### config.mk
export PLATFORM = sky130hd
export DESIGN_NAME = uart_cmd_decode_flat
export DESIGN_NICKNAME = d
export VERILOG_FILES = /design/src/rtl/uart_cmd_if.sv /design/src/rtl/uart_cmd_decode.sv /design/src/flat_wrapper.sv
export SDC_FILE = /design/constraint.sdc
export NUM_CORES = 1
export LEC_CHECK = 0
export CAP_MARGIN = 10
export CORE_MARGIN = 2
export CORE_UTILIZATION = 25
export DETAILED_ROUTE_END_ITERATION = 10
export PLACE_DENSITY = 0.44
export REMOVE_ABC_BUFFERS = 1
export SYNTH_ARGS = -nofsm -noshare
export SYNTH_HDL_FRONTEND = slang
export SYNTH_SLANG_ARGS = --single-unit
export TNS_END_PERCENT = 50
### constraint.sdc
create_clock -name clk -period 3.1 [get_ports clk]
set_input_delay 0.93 -clock clk [delete_from_list [all_inputs] [get_ports clk]]
set_output_delay 0.93 -clock clk [all_outputs]
set_load 0.1 [all_outputs]
### src/rtl/uart_cmd_if.sv
// uart_cmd_if: groups the byte-stream input and the FIFO / trigger outputs of
// uart_cmd_decode. "master" is the side feeding bytes and observing results;
// "slave" is the decoder itself.
interface uart_cmd_if #(
    parameter int WORD_BYTES = 1
);
    logic [7:0]              rx_data;
    logic                    rx_flag;
    logic                    wr_trig;
    logic                    rd_trig;
    logic                    wfifo_wr_en;
    logic [8*WORD_BYTES-1:0] wfifo_wr_data;
    logic                    busy;
    logic                    err_timeout;
    logic                    err_chksum;

    modport master (
        output rx_data, rx_flag,
        input  wr_trig, rd_trig, wfifo_wr_en, wfifo_wr_data, busy,
               err_timeout, err_chksum
    );

    modport slave (
        input  rx_data, rx_flag,
        output wr_trig, rd_trig, wfifo_wr_en, wfifo_wr_data, busy,
               err_timeout, err_chksum
    );
endinterface

### src/rtl/uart_cmd_decode.sv
// uart_cmd_decode: parses a UART byte stream into write frames (header + payload
// bytes packed MSB-first into FIFO words) and single-byte read commands, with an
// inter-byte timeout that aborts stalled frames.
// Optional trailing XOR checksum byte: define UART_CMD_CHKSUM_EN.
module uart_cmd_decode #(
    parameter logic [7:0] WR_CMD        = 8'h55,
    parameter logic [7:0] RD_CMD        = 8'hAA,
    parameter int         PAYLOAD_BYTES = 4,
    parameter int         WORD_BYTES    = 1,
    parameter int         TIMEOUT_CYC   = 50000
) (
    input logic       clk,
    input logic       rst,
    uart_cmd_if.slave bus
);
    localparam int WW   = 8 * WORD_BYTES;
    localparam int BC_W = $clog2(PAYLOAD_BYTES) + 1;
    localparam int WC_W = $clog2(WORD_BYTES) + 1;
    localparam int TO_W = $clog2(TIMEOUT_CYC) + 1;
    localparam logic [BC_W-1:0] PB_LAST = BC_W'(PAYLOAD_BYTES - 1);
    localparam logic [WC_W-1:0] WB_LAST = WC_W'(WORD_BYTES - 1);
    // The counter fires one short of TIMEOUT_CYC-1 so that the abort pulse
    // appears exactly TIMEOUT_CYC clocks after the last accepted byte.
    localparam logic [TO_W-1:0] TO_LAST = TO_W'(TIMEOUT_CYC - 2);

`ifdef UART_CMD_CHKSUM_EN
    typedef enum logic [1:0] {IDLE, PAYLOAD, CHKSUM} state_t;
`else
    typedef enum logic {IDLE, PAYLOAD} state_t;
`endif

    state_t          state, state_nx;
    logic [BC_W-1:0] byte_cnt, byte_cnt_nx;
    logic [WC_W-1:0] word_cnt, word_cnt_nx;
    logic [TO_W-1:0] tmo_cnt, tmo_cnt_nx;
    logic [WW-1:0]   shreg, shreg_nx, sh_in;
    logic            wr_en, wr_en_nx;
    logic [WW-1:0]   wr_data, wr_data_nx;
    logic            wr_trig, wr_trig_nx;
    logic            rd_trig, rd_trig_nx;
    logic            err_to, err_to_nx;
`ifdef UART_CMD_CHKSUM_EN
    logic [7:0]      chk_acc, chk_acc_nx;
    logic            err_chk, err_chk_nx;
`else
    // Marks the cycle of the last FIFO strobe; wr_trig follows one cycle later.
    logic            done, done_nx;
`endif

    assign sh_in = (shreg << 8) | WW'(bus.rx_data);

    // State and all registered outputs; async reset clears everything incl. data.
    always_ff @(posedge clk or posedge rst) begin
        if (rst) begin
            state    <= IDLE;
            byte_cnt <= '0;
            word_cnt <= '0;
            tmo_cnt  <= '0;
            shreg    <= '0;
            wr_en    <= 1'b0;
            wr_data  <= '0;
            wr_trig  <= 1'b0;
            rd_trig  <= 1'b0;
            err_to   <= 1'b0;
`ifdef UART_CMD_CHKSUM_EN
            chk_acc  <= '0;
            err_chk  <= 1'b0;
`else
            done     <= 1'b0;
`endif
        end else begin
            state    <= state_nx;
            byte_cnt <= byte_cnt_nx;
            word_cnt <= word_cnt_nx;
            tmo_cnt  <= tmo_cnt_nx;
            shreg    <= shreg_nx;
            wr_en    <= wr_en_nx;
            wr_data  <= wr_data_nx;
            wr_trig  <= wr_trig_nx;
            rd_trig  <= rd_trig_nx;
            err_to   <= err_to_nx;
`ifdef UART_CMD_CHKSUM_EN
            chk_acc  <= chk_acc_nx;
            err_chk  <= err_chk_nx;
`else
            done     <= done_nx;
`endif
        end
    end

    // Next-state, counters, shift register and one-cycle pulse generation.
    always_comb begin
        state_nx    = state;
        byte_cnt_nx = byte_cnt;
        word_cnt_nx = word_cnt;
        tmo_cnt_nx  = tmo_cnt;
        shreg_nx    = shreg;
        wr_en_nx    = 1'b0;
        wr_data_nx  = wr_data;
        wr_trig_nx  = 1'b0;
        rd_trig_nx  = 1'b0;
        err_to_nx   = 1'b0;
`ifdef UART_CMD_CHKSUM_EN
        chk_acc_nx  = chk_acc;
        err_chk_nx  = 1'b0;
`else
        done_nx     = 1'b0;
`endif
        case (state)
            IDLE: begin
                if (bus.rx_flag) begin
                    if (bus.rx_data == WR_CMD) begin
                        state_nx    = PAYLOAD;
                        byte_cnt_nx = '0;
                        word_cnt_nx = '0;
                        tmo_cnt_nx  = '0;
                        shreg_nx    = '0;
`ifdef UART_CMD_CHKSUM_EN
                        chk_acc_nx  = '0;
`endif
                    end else if (bus.rx_data == RD_CMD) begin
                        rd_trig_nx = 1'b1;
                    end
                end
            end
            PAYLOAD: begin
`ifndef UART_CMD_CHKSUM_EN
                if (done) begin
                    // Frame finished: trigger and release busy together.
                    wr_trig_nx = 1'b1;
                    state_nx   = IDLE;
                end else
`endif
                if (bus.rx_flag) begin
                    tmo_cnt_nx  = '0;
                    shreg_nx    = sh_in;
                    byte_cnt_nx = byte_cnt + 1'b1;
`ifdef UART_CMD_CHKSUM_EN
                    chk_acc_nx  = chk_acc ^ bus.rx_data;
`endif
                    if (word_cnt == WB_LAST) begin
                        word_cnt_nx = '0;
                        wr_en_nx    = 1'b1;
                        wr_data_nx  = sh_in;
                    end else begin
                        word_cnt_nx = word_cnt + 1'b1;
                    end
                    if (byte_cnt == PB_LAST) begin
`ifdef UART_CMD_CHKSUM_EN
                        state_nx = CHKSUM;
`else
                        done_nx  = 1'b1;
`endif
                    end
                end else if (tmo_cnt == TO_LAST) begin
                    err_to_nx = 1'b1;
                    state_nx  = IDLE;
                end else begin
                    tmo_cnt_nx = tmo_cnt + 1'b1;
                end
            end
`ifdef UART_CMD_CHKSUM_EN
            CHKSUM: begin
                if (bus.rx_flag) begin
                    state_nx = IDLE;
                    if (bus.rx_data == chk_acc) wr_trig_nx = 1'b1;
                    else                        err_chk_nx = 1'b1;
                end else if (tmo_cnt == TO_LAST) begin
                    err_to_nx = 1'b1;
                    state_nx  = IDLE;
                end else begin
                    tmo_cnt_nx = tmo_cnt + 1'b1;
                end
            end
`endif
            default: state_nx = IDLE;
        endcase
    end

    assign bus.wr_trig       = wr_trig;
    assign bus.rd_trig       = rd_trig;
    assign bus.wfifo_wr_en   = wr_en;
    assign bus.wfifo_wr_data = wr_data;
    assign bus.busy          = (state != IDLE);
    assign bus.err_timeout   = err_to;
`ifdef UART_CMD_CHKSUM_EN
    assign bus.err_chksum    = err_chk;
`else
    assign bus.err_chksum    = 1'b0;
`endif
endmodule

### src/flat_wrapper.sv
// flat-port wrapper written by rule: the top's interface ports become plain ports
module uart_cmd_decode_flat 
#(
    parameter logic [7:0] WR_CMD        = 8'h55,
    parameter logic [7:0] RD_CMD        = 8'hAA,
    parameter int         PAYLOAD_BYTES = 4,
    parameter int         WORD_BYTES    = 1,
    parameter int         TIMEOUT_CYC   = 50000
)
  (clk, rst, bus_rx_data, bus_rx_flag, bus_wr_trig, bus_rd_trig, bus_wfifo_wr_en, bus_wfifo_wr_data, bus_busy, bus_err_timeout, bus_err_chksum);
  uart_cmd_if #(.WORD_BYTES(WORD_BYTES)) bus_i ();
  input logic clk;
  input logic rst;
  input wire logic [$bits(bus_i.rx_data)-1:0] bus_rx_data;
  input wire logic [$bits(bus_i.rx_flag)-1:0] bus_rx_flag;
  output wire logic [$bits(bus_i.wr_trig)-1:0] bus_wr_trig;
  output wire logic [$bits(bus_i.rd_trig)-1:0] bus_rd_trig;
  output wire logic [$bits(bus_i.wfifo_wr_en)-1:0] bus_wfifo_wr_en;
  output wire logic [$bits(bus_i.wfifo_wr_data)-1:0] bus_wfifo_wr_data;
  output wire logic [$bits(bus_i.busy)-1:0] bus_busy;
  output wire logic [$bits(bus_i.err_timeout)-1:0] bus_err_timeout;
  output wire logic [$bits(bus_i.err_chksum)-1:0] bus_err_chksum;
  assign bus_i.rx_data = bus_rx_data;
  assign bus_i.rx_flag = bus_rx_flag;
  assign bus_wr_trig = bus_i.wr_trig;
  assign bus_rd_trig = bus_i.rd_trig;
  assign bus_wfifo_wr_en = bus_i.wfifo_wr_en;
  assign bus_wfifo_wr_data = bus_i.wfifo_wr_data;
  assign bus_busy = bus_i.busy;
  assign bus_err_timeout = bus_i.err_timeout;
  assign bus_err_chksum = bus_i.err_chksum;
  uart_cmd_decode #(.WR_CMD(WR_CMD), .RD_CMD(RD_CMD), .PAYLOAD_BYTES(PAYLOAD_BYTES), .WORD_BYTES(WORD_BYTES), .TIMEOUT_CYC(TIMEOUT_CYC)) u_core (.clk(clk), .rst(rst), .bus(bus_i));
endmodule
# ---- Word level (Yosys, flattened, before mapping)
# Index checks and enable logic that the tools add are counted.
dict set report word_totals {
  register_bits 35
  input_bits 11
  output_inout_bits 14
  elab_cells 69
}
dict set report classes {
  n_addsub 3
  eq_ne 9
  mux 41
  n_bitwise 3
  reduce_logical 3
}
# cell count
set ops {}
lappend ops {{two-way mux 17 bit} 5}
lappend ops {{case mux 17 bit (2 select lines)} 1}
lappend ops {{two-way mux 1 bit} 28}
lappend ops {{adder 17 x 1 -> 17 bit, second input constant} 1}
lappend ops {{== test 17 x 16 -> 1 bit, second input constant} 1}
lappend ops {{two-way mux 3 bit} 4}
lappend ops {{AND reduction 4 bit} 3}
lappend ops {{== test 8 x 7 -> 1 bit, second input constant} 1}
lappend ops {{== test 8 bit, second input constant} 1}
lappend ops {{!= test 2 bit, second input constant} 3}
lappend ops {{case mux 3 bit (2 select lines)} 1}
lappend ops {{case mux 1 bit (2 select lines)} 2}
lappend ops {{adder 3 x 1 -> 3 bit, second input constant} 1}
lappend ops {{== test 3 x 2 -> 1 bit, second input constant} 1}
lappend ops {{!= test 3 bit, second input constant} 1}
lappend ops {{NOT 1 bit} 3}
lappend ops {{!= test 2 x 1 -> 1 bit, second input constant} 1}
lappend ops {{adder 1 bit, second input constant} 1}

# ---- Depth between registers and ports, before layout
dict set report depth {
  ltp_word 5
  depth_mapped 8
  ltp_nobuf 7
}

# ---- Worst setup path before layout
# OpenSTA, ideal clock, no wires.
dict set report synth_timing {
  path_type {register -> register}
  from {reg u_core.state (netlist: u_core.bus.busy)}
  to {reg u_core.tmo_cnt[15]}
  setup_ns 0.069
  arrival_ns 2.044
  t_required_ns 3.031
  slack_ns 0.987
  stages_incl_launch_ff 6
  n_path_buf 0
  period_less_slack_ns 2.113
  path_cell_list {dfrtp_1 -> nor2b_1 -> a31o_2 -> o21ai_4 -> or4b_1 -> nand3_1}
}
dict set report synth_between {
  elab_chain_len 3
  word_cells_on_any_way 7
}
# element line_no
set synth_rtl {}
lappend synth_rtl {{from (decl)} uart_cmd_decode.sv:32} ;# state_t state, state_nx;
lappend synth_rtl {{from (signal assigned)} uart_cmd_decode.sv:72} ;# state <= state_nx;
lappend synth_rtl {{NOT 1 bit} n/a}
lappend synth_rtl {{!= test 2 x 1 -> 1 bit (no source line) / != test 2 bit (equally long branches)} n/a}
lappend synth_rtl {{AND reduction 4 bit (no source line)} n/a}
lappend synth_rtl {{to (signal assigned)} uart_cmd_decode.sv:75} ;# tmo_cnt <= tmo_cnt_nx;
lappend synth_rtl {{to (decl)} uart_cmd_decode.sv:35} ;# logic [TO_W-1:0] tmo_cnt, tmo_cnt_nx;
# Several ways; a longest one is shown, not always the timed one.
# A chain may end at the register's enable or synchronous reset.

# ---- Final worst setup path
dict set report layout_timing {
  from {in bus_rx_flag}
  to {reg u_core.tmo_cnt[3]}
}
dict set report layout_between {
  elab_chain_len 3
  word_cells_on_any_way 6
}
# element line_no
set layout_rtl {}
lappend layout_rtl {{from (decl)} flat_wrapper.sv:15} ;# input wire logic [$bits(bus_i.rx_flag)-1:0] bus_rx_flag;
lappend layout_rtl {{two-way mux 17 bit} uart_cmd_decode.sv:134} ;# if (bus.rx_flag) begin
lappend layout_rtl {{two-way mux 17 bit} uart_cmd_decode.sv:128} ;# if (done) begin
lappend layout_rtl {{case mux 17 bit (2 select lines)} uart_cmd_decode.sv:109} ;# case (state)
# Several ways; a longest one is shown, not always the timed one. The select of a mux whose other input is x is not followed.

==> impl_metrics.csv <==
group,metric,value,unit
global_route,grt.total_usage,11.5,%
cts,cts_tree,"built",
power,p_leak,0.992,nW
timing,drv_slew,0,
synthesis,yosys.area.top_type,"dfrtp_1",
critical_path,worstPathCellList,"clkdlybuf4s50_1 -> and4bb_1 -> a31o_2 -> o21ai_4 -> buf_4 -> or4_1 -> nand3_1",
die,die_area,7720,um^2
cts,cts_resized,0,
synthesis,synthFlopType,"dfrtp_1",
synthesis,synth_simple_gate_area_share,28.4,%
die,coreArea,6790,um^2
synthesis,synth_cell_types,43,
cts,postCtsSetupBuffers,0,
route,vias,1417,
cells_and_area,drive_above_1_share,17.2,%
timing,setup_tns,0,ps
cells_and_area,antenna_cells,0,
route,drtIter0Drc,42,
min_path,hold_class,"register to register",
cells_and_area,fin_nets,224,
synthesis,synth_mux_area_share,0,%
global_route,antenna_found_initial,0,
cts,htree_levels,2,
run,drv_cap,0,
cts,cts.sinks,34,
synthesis,async_flop_share,100,%
critical_path,crit_family,"simple AND/OR/NAND/NOR gates",
global_route,use_met1,15.6,%
cts,cts_buffers,5,
critical_path,critPathCaptureType,"register",
die,die_y,87.9,um
synthesis,netlist_area,1760,um^2
placed_design,globalplace.congestion,0.714,
critical_path,cp.required,3320,ps
global_route,gr-max-usage-layer,"met2",
global_route,overflow,0,
critical_path,crit_buf_inv,2,
synthesis,yosysTopAreaCellShare,48.4,%
synthesis,netlist_top_cells_count,"41 x nand2_1, 34 x dfrtp_1, 13 x o21ai_0, 9 x nand3_1, 9 x nor2_1",
timing,setup_viol,0,
critical_path,cp_max_fo,18,
global_route,gr-usage-met2,17.8,%
timing,rsz0062_at_grt,"no",
global_route,grt_pass1_wl,6.89,mm
synthesis,ys_seq_elements,34,
die,die_w,87.9,um
route,wl_per_cell,13.2,um
route,first_pass_iters,4,
global_route,grt_max_degree,35,
synthesis,avgSynthCellArea,9.61,um^2
synthesis,synth_edf_count,0,
critical_path,critPathLaunchType,"primary input",
synthesis,synth_compound_area_share,15.6,%
placed_design,dp_hpwl,2.80,mm
synthesis,synth_xor_area_share,0,%
critical_path,critical_path.max_stage_delay,570,ps
die,initial_core_util,25.9,%
cts,cts.path.max_buffers,2,
cells_and_area,area_growth,22.9,%
synthesis,synthAdderAreaFrac,2.85,%
power,peakVddDrop,0.175,mV
power,p_per_area,670,nW/um^2
critical_path,slowest_stage,"clkdlybuf4s50_1",
synthesis,yosys_warnings,0,
critical_path,worstSetupPathType,"primary input to register",
timing,hold_viol,0,
critical_path,arrival,2810,ps
cts,holdBufCountCts,0,
timing,fin_crit_sh,83.5,%
global_route,grt_pass1_vias,1409,
cts,clkLatencyLatePin,280,ps
route,routed_wirelength,4.04,mm
cts,clk_pin_slew,70,ps
global_route,met3_usage,3.02,%
synthesis,ys_seq_area_share,48.4,%
timing,fmax,386,MHz
die,floorplan.rows,30,
timing,period_minus_slack,2590,ps
synthesis,syn_inst,183,
synthesis,synth.area.top_cells,"dfrtp_1 48%, nand2_1 8.8%, o21ai_0 3.7%, o31ai_1 3.0%, ha_1 2.8%",
timing,fin_skew,6.87,ps
route,route.detailed.drc,0,
synthesis,synth_top_family_by_area,"simple AND/OR/NAND/NOR gates",
synthesis,synth.most_common_cell,"nand2_1",
route,via_per_inst,4.65,
placed_design,port_buffers,23,
route,ant_nets,0,
run_status,outcome,"completed",
cts,cts_root_buffer,"clkbuf_8",
die,ioPinCount,25,
power,total_power,0.00145,W
[layer usage]
layer	share of wire (%)	up-vias
met2	45	34
met4	1.1	0
li1	-	704
met5	0	-
met3	5.2	6
met1	48	673
[area by class of cell]
type                       count  area (um^2)
fill                         714         4630
sequential                    34          851
multi-input combinational    134          827
timing repair buffer          26          220
tap                           96          120
clock buffer                   6         82.6
clock inverter                 1         30.0
inverter                       8         30.0
[cell families after synthesis]
family                   after synthesis
flip-flops                            34
adder cells (fa/ha/maj)                4
AND/OR/NAND/NOR                       87
buffers and inverters                 15
AO/OA/AOI/OAI                         42
other                                  1
[worst paths after layout]
path                              startpoint                     end  slack [ps]  cells past startpoint
min in group asynchronous                rst             u_core.done        1040                      3
min reg2reg                      u_core.done  u_core.bus.err_timeout         460                      1
min                              u_core.done  u_core.bus.err_timeout         460                      1
max                              bus_rx_flag       u_core.tmo_cnt[3]         510                      7
max reg2reg                u_core.tmo_cnt[0]       u_core.tmo_cnt[3]        1030                      8
max in group asynchronous                rst       u_core.tmo_cnt[6]        1750                      3
[registers in the layout, summed over array words and instances (netlist names)]
name / flops
u_core.tmo_cnt: 17
u_core.bus.wfifo_wr_en: 1
u_core.bus.rd_trig: 1
u_core.bus.wr_trig: 1
u_core.bus.busy: 1
u_core.bus.wfifo_wr_data: 8
u_core.byte_cnt: 3
u_core.done: 1
u_core.bus.err_timeout: 1
[stage by stage]
stage | cell area [um^2] | hold WS [ps] | std cells | util, % | setup WS, ps
after floorplan | 1710 | 423 | 176 | - | 903
after global placement | 2050 | 452 | 298 | 30.1 | 250
after detailed placement | 2050 | 445 | 298 | 30.1 | 221
after CTS | 2160 | 457 | 305 | 31.8 | 508
after global routing | 2160 | 499 | 305 | 31.8 | 372
final | 2160 | 456 | 305 | 31.8 | 512
[layout by cell type, fill, tap and decap left out, drive strengths merged, types with 6 or more instances in the layout]
| cell | Yosys | layout |
|---|---|---|
| dfrtp | 34 | 34 |
| nand2 | 42 | 42 |
| clkbuf | 2 | 6 |
| nor2 | 11 | 11 |
| inv | 7 | 7 |
| o31ai | 7 | 7 |
| buf | 5 | 16 |
| nand3 | 10 | 10 |
| clkdlybuf4s50 | 0 | 10 |
| o21ai | 19 | 19 |
[where the power goes]
part           internal (W)  switching, W  leakage [nW]
combinational      0.000104      0.000393         0.472
clock              0.000257      0.000158        0.0573
sequential         0.000501     0.0000337         0.463
total              0.000863      0.000585         0.992
Note: power is estimated with default switching activity, not from simulation.
